[src/rtl/router_fifo.sv]
// Output-port buffer of the 1x3 router: header-tagged byte FIFO with a read-side packet countdown.
// Define ROUTER_FIFO_OCCUPANCY_EN to add the fill_level output.
module router_fifo #(
  parameter int unsigned DATA_WIDTH = 8,
  parameter int unsigned DEPTH      = 16,
  parameter int unsigned ADDR_WIDTH = 4
) (
  input  logic                  clock,
  input  logic                  resetn,
  input  logic                  soft_reset,
  input  logic                  write_enb,
  input  logic                  read_enb,
  input  logic                  lfd_state,
  input  logic [DATA_WIDTH-1:0] data_in,
  output logic [DATA_WIDTH-1:0] data_out,
  output logic                  full,
  output logic                  empty
`ifdef ROUTER_FIFO_OCCUPANCY_EN
  ,
  output logic [ADDR_WIDTH:0]   fill_level
`endif
);

  logic [DATA_WIDTH:0] mem [DEPTH];
  logic [ADDR_WIDTH:0] wr_ptr;
  logic [ADDR_WIDTH:0] rd_ptr;
  logic [6:0]          count;
  logic                wr_acc;
  logic                rd_acc;
  logic [DATA_WIDTH:0] rd_word;

  always_comb begin
    empty   = (wr_ptr == rd_ptr);
    full    = (wr_ptr[ADDR_WIDTH-1:0] == rd_ptr[ADDR_WIDTH-1:0]) &&
              (wr_ptr[ADDR_WIDTH] != rd_ptr[ADDR_WIDTH]);
    wr_acc  = write_enb && !full;
    rd_acc  = read_enb && !empty;
    rd_word = mem[rd_ptr[ADDR_WIDTH-1:0]];
  end

`ifdef ROUTER_FIFO_OCCUPANCY_EN
  always_comb begin
    fill_level = wr_ptr - rd_ptr;
  end
`endif

  always_ff @(posedge clock or negedge resetn) begin
    if (!resetn) begin
      wr_ptr   <= '0;
      rd_ptr   <= '0;
      count    <= '0;
      data_out <= '0;
      for (int unsigned i = 0; i < DEPTH; i++) begin
        mem[i] <= '0;
      end
    end else if (soft_reset) begin
      wr_ptr   <= '0;
      rd_ptr   <= '0;
      count    <= '0;
      data_out <= '0;
      for (int unsigned i = 0; i < DEPTH; i++) begin
        mem[i] <= '0;
      end
    end else begin
      if (wr_acc) begin
        mem[wr_ptr[ADDR_WIDTH-1:0]] <= {lfd_state, data_in};
        wr_ptr                      <= wr_ptr + 1'b1;
      end
      if (rd_acc) begin
        data_out <= rd_word[DATA_WIDTH-1:0];
        rd_ptr   <= rd_ptr + 1'b1;
        // Header carries payload length in bits 7:2; +1 accounts for the parity byte.
        if (rd_word[DATA_WIDTH]) begin
          count <= {1'b0, rd_word[7:2]} + 7'd1;
        end else if (count != 7'd0) begin
          count <= count - 7'd1;
        end
      end else if (count == 7'd0) begin
        data_out <= '0;
      end
    end
  end

endmodule

[config.mk]
export PLATFORM = sky130hd
export DESIGN_NAME = router_fifo
export DESIGN_NICKNAME = d
export VERILOG_FILES = /design/src/rtl/router_fifo.sv
export SDC_FILE = /design/constraint.sdc
export NUM_CORES = 1
export LEC_CHECK = 0
export BUFFER_PORTS_ARGS = -buffer_cell sky130_fd_sc_hd__buf_4
export CAP_MARGIN = 20
export CORE_ASPECT_RATIO = 0.6
export CORE_MARGIN = 2
export CORE_UTILIZATION = 40
export DETAILED_ROUTE_END_ITERATION = 10
export GPL_ROUTABILITY_DRIVEN = 0
export MAX_ROUTING_LAYER = met4
export PLACE_DENSITY = 0.58
export RECOVER_POWER = 50
export SLEW_MARGIN = 40
export SYNTH_ARGS = -nofsm -noshare
export SYNTH_HDL_FRONTEND = slang
export SYNTH_SLANG_ARGS = --single-unit
[constraint.sdc]
create_clock -name clock -period 2.2 [get_ports clock]
set_input_delay 0.33 -clock clock [delete_from_list [all_inputs] [get_ports clock]]
set_output_delay 0.33 -clock clock [all_outputs]
set_load 0.01 [all_outputs]
==> results.md, run 1 <==
- Vias in the first global route: 6312
- Crit path launch type: register
- Slew margin rel.: -0.168
- Hold Crit Depth: 3
- CTS Buffer Depth: 2
- Hold EP: count[0]
- Post-route minimum period: 2460 ps
- DRT iter0 DRCs: 712
- Largest cells by area after synthesis: dfrtp_1 49%, mux2i_1 13%, mux4_2 8.2%
- Cells on worst reg2reg path: 7
- Comb power frac: 0.221
- Placed cell count: 1049
- Seq/Total Area, Yosys: 0.494
- Number of fill cells: 1828
- Post-synth EDFFs: 0
- Setup CP Type: reg -> reg
- Synth-to-Final Area Change: 23.4%
- Vias per cell: 5.71
- Hold/Removal Path Class: in -> reg
- R2R Path End: count[0]
- Status: finished with violations
- Placed wire-length estimate: 15700 um
- Residual DRC: 0
- Psw: 2.40 mW
- Fraction of layout cells with a size suffix above 1: 0.267
- Final core occ: 0.502
- Compound-Gate Fraction of Synth Area: 0.0536
- Core Rows: 41
- Final setup margin: -265 ps
- VDD IR-drop max: 580 uV
- Post-synthesis net count: 781
- Initial core utilization: 0.407
- Ys flop type: dfrtp_1
- Routed wire per std cell: 22.0 um
- Switching share of total power: 0.297
- N_diodes: 0
- Int Power: 5.67 mW
- Largest family of logic cells by synthesized area: multiplexers
- Placed instance area: 9320 sq um
- H-tree Lvls: 4
- Die width: 193 um
- Routed Antenna Nets: 0
- Hold_sp: read_enb
- GRT Total Usage: 0.231
- Grt total ovfl: 0
- CTS tree: built
- I/O Pins: 24
- Initial antenna violation count: 0
- Yosys warning total: 0
- Most common library cell in the layout ignoring fill and taps: dfrtp_1
- Failing checks: capacitance limit, slew limit, setup timing
- Die Y: 117 um
- Syn Area/Cell: 11.3 sq um
- Clock sink count: 169
- Crit. End Element: register
- Synth Area in Adders: 0.0117
- CP arrival: 2750 ps
- First-pass detailed-route iteration total: 7
- Slew @ Worst Pin: 1750 ps
- Final Setup Violations: 28
- Clock network fraction of total power: 0.373
- R2r setup slk: -260 ps
- Post-Route Setup TNS: -2030 ps
- CTS clk-pin slew, worst paths: 60 ps
- Total CTS buffers: 17
- Largest net degree at the start of global routing: 165
- First-pass GRT wire length: 38000 um
- PD cells: 764 nW/um^2
- Commonest cells after routing, fill and taps aside: 167 x dfrtp_1, 125 x nor2_1, 110 x mux2i_1, 65 x buf_4, 42 x nand3_1
- Port-buffer cells: 23
- Fmax: 406 MHz
- Slew Viols, Final: 61
- Crit share post-route: 1.12
- Synth Register Bits: 169
- Vias: 6326
- Synth top area share: 0.494
- Post-synthesis mux area share: 0.243
- Total power: 8.07 mW
- MaxCap Viol Count: 1
- Asr flop ratio synth: 1.00
- Final instance area: 10600 sq um
- Worst-Skew Late Latency: 440 ps
- Crit Path Max Fanout: 7
- WP data required: 2480 ps
- Core area: 21000 sq um
- RSZ-0062 raised after global routing: true
- Post-synth cell types: 45
- Mapped Cells: 759
- Syn Std Cell Area: 8570 sq um
- Worst Skew: 12.8 ps
- Root buffer cell: clkbuf_16
- Area leader, netlist: dfrtp_1
- Die ar.: 22600 sq um
- Worst R2R Start: rd_ptr[0]
- Endpoints failing hold: 0
- Leakage: 5.38 nW
- Detailed-route wire length: 24300 um
- XOR/XNOR Fraction of Synth Area: 0.0184
- Post-Synth Simple-Gate Area: 0.136
- Fin cells: 1107
- Nets@finish: 837
- Sequential share of power: 0.406
## worst max-delay path by stage
stage / start / endpoint / slack [ps] / cells after the start
after floorplan: rd_ptr[0] / count[0] / -40 / 7
after global placement: rd_ptr[0] / count[3] / -270 / 7
after detailed placement: rd_ptr[0] / count[4] / -280 / 7
after CTS: rd_ptr[0] / count[0] / -260 / 6
after global routing: rd_ptr[0] / count[3] / -290 / 8
final: rd_ptr[0] / count[0] / -260 / 7
## cells by family (layout without fill, tap and decap cells)
| group | after synthesis | count (layout) |
|---|---|---|
| and+or+nand+nor | 260 | 261 |
| AOI/OAI and AO/OA | 70 | 70 |
| xor gates and xnor gates | 18 | 18 |
| buffers and inverters | 81 | 149 |
| adders and majority gates | 8 | 8 |
| muxes | 153 | 153 |
| DFF | 169 | 169 |
## registers in the layout (all words and copies together) (netlist names)
register  count
mem         144
data_out      8
count         7
rd_ptr        5
wr_ptr        5
## routing by layer
| layer | share of wire | GRT usage | vias up |
|---|---|---|---|
| li1 | - | - | 2795 |
| met4 | 0.017 | 0.0606 | 0 |
| met1 | 0.47 | 0.341 | 3244 |
| met3 | 0.079 | 0.0652 | 26 |
| met2 | 0.44 | 0.310 | 261 |
| met5 | 0 | - | - |
## through the flow
step	setup WS, ps	hold slack, ps
floorplan	-37.6	34.4
global placement	-274	377
detailed placement	-284	388
CTS	-258	206
global route	-288	220
finish	-265	220
## worst max-delay path, cell delays in order, from the launching register on
cell     delay, ps
dfrtp_2        370
buf_12         140
buf_12         140
mux4_2         520
mux4_2         640
o22ai_4        190
mux2i_1        210
o41ai_1         90
## synth_stat cells, types with 5 or more instances
library cell / number
nand4_1: 7
ha_1: 8
buf_4: 5
mux4_1: 10
clkbuf_1: 48
nor2_1: 125
inv_1: 7
mux2i_1: 112
a22oi_1: 5
mux4_2: 31
a21oi_1: 40
nand2_1: 51
xor2_1: 15
dfrtp_1: 169
nand3_1: 50
nand4b_1: 9
buf_2: 15
a22o_1: 10
## power groups by stage
stage / registers (mW) / logic [mW] / clock network, mW
CTS: 3.29 / 1.62 / 3.07
detailed placement: 3.35 / 1.49 / 0
floorplan: 3.32 / 0.981 / 0
finish: 3.28 / 1.78 / 3.01
global placement: 3.35 / 1.47 / 0
global route: 3.29 / 1.94 / 3.21
## area by class of cell
type	count	area [sq um]	share of cell area
flip-flops and latches	169	4230	0.400
multi-input cells	510	4190	0.396
repair buffers	110	1180	0.112
clock buffers	19	453	0.0429
well taps	279	349	0.0330
clock inverters	13	134	0.0127
inverters	7	28.8	0.00272
## repair_timing
action	4_1_cts	5_1_grt
hold buffers	1	0
buffers inserted	9	11
pin swaps	8	9
gates resized for setup	44	43
setup endpoints to repair	155	162
cloned	4	2
endpoints found under the hold margin	56	0
Power figures use the tool's default switching activity.
==> run 2, diff against run 1 <==
--- a/config.mk
+++ b/config.mk
@@ -5,6 +5,7 @@
 export SDC_FILE = /design/constraint.sdc
 export NUM_CORES = 1
 export LEC_CHECK = 0
+export ABC_AREA = 1
 export BUFFER_PORTS_ARGS = -buffer_cell sky130_fd_sc_hd__buf_4
 export CAP_MARGIN = 20
 export CORE_ASPECT_RATIO = 0.6
@@ -12,8 +13,9 @@
 export CORE_UTILIZATION = 40
 export DETAILED_ROUTE_END_ITERATION = 10
 export GPL_ROUTABILITY_DRIVEN = 0
+export GPL_TIMING_DRIVEN = 0
 export MAX_ROUTING_LAYER = met4
-export PLACE_DENSITY = 0.58
+export PLACE_DENSITY = 0.56
 export RECOVER_POWER = 50
 export SLEW_MARGIN = 40
 export SYNTH_ARGS = -nofsm -noshare
==> constraint.sdc (replaced) <==
create_clock -name clock -period 2.35 [get_ports clock]
set_input_delay 0.3525 -clock clock [delete_from_list [all_inputs] [get_ports clock]]
set_output_delay 0.3525 -clock clock [all_outputs]
set_load 0.01 [all_outputs]
==> results.md, run 2 <==
- DRT met1 WL: 14000 um (+23%)
- Root buffer cell: clkbuf_16
- Largest family of logic cells by synthesized area: simple AND/OR/NAND/NOR gates
- CP arrival: 2550 ps (-200 ps)
- Number of fill cells: 2077 (+14%)
- Initial antenna violation count: 0 (unchanged)
- Max reg flops: 144 (unchanged)
- CTS Buffer Depth: 2 (unchanged)
- Synth Register Bits: 169 (unchanged)
- Fraction of layout cells with a size suffix above 1: 0.129 (-0.138)
- WP data required: 2690 ps (+210 ps)
- Final Setup Violations: 0 (-100%)
- I/O Pins: 24 (unchanged)
- Post-Synth Simple-Gate Area: 0.210 (+0.0742)
- Die width: 192 um (-0.62%)
- Hold/Removal Path Class: in -> reg
- Synth-to-Final Area Change: 13.4%
- Asr flop ratio synth: 1.00 (unchanged)
- Core area: 20900 sq um (-0.73%)
- Placed instance area: 9040 sq um (-3.0%)
- CP max stage delay: 400 ps (-240 ps)
- Final instance area: 9590 sq um (-9.2%)
- First-pass detailed-route iteration total: 5 (-2)
- Synth Area in Adders: 0.0118 (+0.000149)
- Syn Std Cell Area: 8460 sq um (-1.3%)
- GRT Total Usage: 0.267 (+0.0363)
- Post-synth cell types: 35 (-22%)
- Placed cell count: 1315 (+25%)
- Vias per cell: 5.52 (-3.5%)
- Residual DRC: 0 (unchanged)
- Syn Area/Cell: 8.37 sq um (-26%)
- Compound-Gate Fraction of Synth Area: 0.155 (+0.102)
- Most common library cell in the layout ignoring fill and taps: nand2_1
- First-pass GRT wire length: 42500 um (+12%)
- Final setup margin: 140 ps (+405 ps)
- Setup CP Type: reg -> reg
- Routed wire per std cell: 20.3 um (-7.4%)
- Slew @ Worst Pin: 1260 ps (-491 ps)
- Most used cell along the critical path: nand2_1
- Routed wl met3: 2180 um (+13%)
- Fmax: 452 MHz (+12%)
- Worst-Skew Late Latency: 450 ps (about the same)
- Status: finished clean
- Regs by FF count: mem x144, data_out x8, count x7
- Ys flop type: dfrtp_1
- Initial core utilization: 0.405 (-0.00215)
- CP Cell Sequence: buf_4 > clkbuf_4 > nand3_1 > nand2_1 > nand2_1 > nand2_1 > inv_1 > nand2_2 > ha_2 > nand4_1 > nand2_1 > nand2_1 > nand3_1 > nand2_1
- Post-synth EDFFs: 0 (unchanged)
- Largest net degree at the start of global routing: 63 (-62%)
- Nets@finish: 1078 (+29%)
- Crit Path Max Fanout: 10 (+3)
- Most flop-heavy register: mem
- Cell with the most instances after synthesis: nand2_1
- MaxCap Viol Count: 0 (-1)
- Placed wire-length estimate: 19100 um (+22%)
- PD cells: 775 nW/um^2 (+1.4%)
- Largest cells by area after synthesis: dfrtp_1 50%, nand2_1 8.4%, o22ai_1 7.8%
- Vias: 7435 (+18%)
- Worst Skew: 9.59 ps (-3.19 ps)
- Total power: 7.43 mW (-8.0%)
- CTS tree: built
- Worst Path Buf+Inv: 3 (+1)
- CP delay by family, top: simple AND/OR/NAND/NOR gates
- Port-buffer cells: 23 (unchanged)
- Core Rows: 41 (unchanged)
- Slowest-stage cell, CP: dfrtp_1
- XOR/XNOR Fraction of Synth Area: 0.0104 (-0.00805)
- Clock sink count: 169 (unchanged)
- Area leader, netlist: dfrtp_1
- CTS clk-pin slew, worst paths: 60 ps (about the same)
- H-tree Lvls: 4 (unchanged)
- DRT iter0 DRCs: 708 (-0.56%)
- Routed Antenna Nets: 0 (unchanged)
- Crit. End Element: register
- Vias in the first global route: 6977 (+11%)
- Postcts setup bufs: 0 (-9)
- Post-route minimum period: 2210 ps (-255 ps)
- WHS: 156 ps (-64.4 ps)
- Post-Place Worst Slack: -167 ps (+117 ps)
- N_diodes: 0 (unchanged)
- Endpoints failing hold: 0 (unchanged)
- Slew Viols, Final: 0 (-100%)
- Die Y: 117 um (-0.61%)
- Detailed-route wire length: 27400 um (+13%)
- VDD IR-drop max: 541 uV (-6.6%)
- RSZ-0062 raised after global routing: false
- Seq/Total Area, Yosys: 0.500 (+0.00628)
- Grt total ovfl: 0 (unchanged)
- Post-synthesis mux area share: 0 (-0.243)
- WL met2: 10900 um (+3.1%)
- Slew margin rel.: 0.159 (+0.327)
- Synth top area share: 0.500 (+0.00628)
- Yosys warning total: 0 (unchanged)
- Die ar.: 22400 sq um (-1.2%)
- Commonest cells after routing, fill and taps aside: 186 x nand2_1, 169 x dfrtp_1, 138 x inv_1, 125 x nand3_1, 106 x o22ai_1
- Crit path launch type: register
- Highest Signal Layer: met4
- Crit share post-route: 0.941 (-0.180)
- Post-synthesis net count: 1033 (+32%)
- Leakage: 4.54 nW (-16%)
- Mapped Cells: 1011 (+33%)
- Fin cells: 1348 (+22%)
- Synth cell count leaders: 189 x nand2_1, 169 x dfrtp_1, 138 x inv_1
- Total CTS buffers: 17 (unchanged)
run 2: cell count changes after synthesis, sizes merged, moves of 82 or more:
cell / before / now
nand2: 51 / 209
o22ai: 4 / 106
mux2i: 112 / 0
nor2: 125 / 39
o21ai: 2 / 84
inv: 7 / 142
run 2: area by class of cell:
class	count	area (sq um)	area share
Timing Repair Buffer	26	188	0.0196
Inverter	145	547	0.0570
Tap cell	279	349	0.0364
Clock inverter	11	73.8	0.00770
Sequential cell	169	4230	0.441
Clock buffer	21	460	0.0480
Buffer	61	443	0.0462
Multi-Input combinational cell	636	3300	0.344
run 2: cells by family after synthesis:
| family | count (synthesis) |
|---|---|
| and+or+nand+nor | 388 |
| AOI/OAI and AO/OA | 230 |
| adders and majority gates | 8 |
| buffers and inverters | 206 |
| xor gates and xnor gates | 10 |
| DFF | 169 |
run 2: report_power, final:
| part | internal [mW] | switching, mW |
|---|---|---|
| logic | 0.540 | 1.17 |
| registers | 3.00 | 0.0660 |
| clock network | 1.40 | 1.25 |
| total | 4.94 | 2.49 |
run 2: layer usage:
| metal | track usage | vias up |
|---|---|---|
| li1 | - | 3447 |
| met1 | 0.407 | 3670 |
| met2 | 0.362 | 290 |
| met3 | 0.0508 | 28 |
| met4 | 0.0585 | 0 |
| met5 | - | - |
run 2: final timing paths:
kind / from / end / slack, ps / cells past startpoint
worst min register to register: count[6] / count[6] / 490 / 2
max in group asynchronous: resetn / wr_ptr[0] / 450 / 3
worst min-delay path: soft_reset / wr_ptr[4] / 160 / 2
worst max register to register: rd_ptr[1] / count[4] / 140 / 14
worst max-delay path: rd_ptr[1] / count[4] / 140 / 14
min in group asynchronous: resetn / mem[102] / 700 / 2
run 2: stage by stage:
step                setup TNS [ps]   util
floorplan                        0      -
global placement            -21780  0.430
detailed placement            -541  0.433
CTS                              0  0.460
global route                     0  0.459
finish                           0  0.459
run 2: what timing repair did:
item	CTS	global route
gates cloned	0	0
resized for setup	6	17
hold buffers	1	0
endpoints found under the hold margin	45	0
endpoints found under the setup margin	4	6
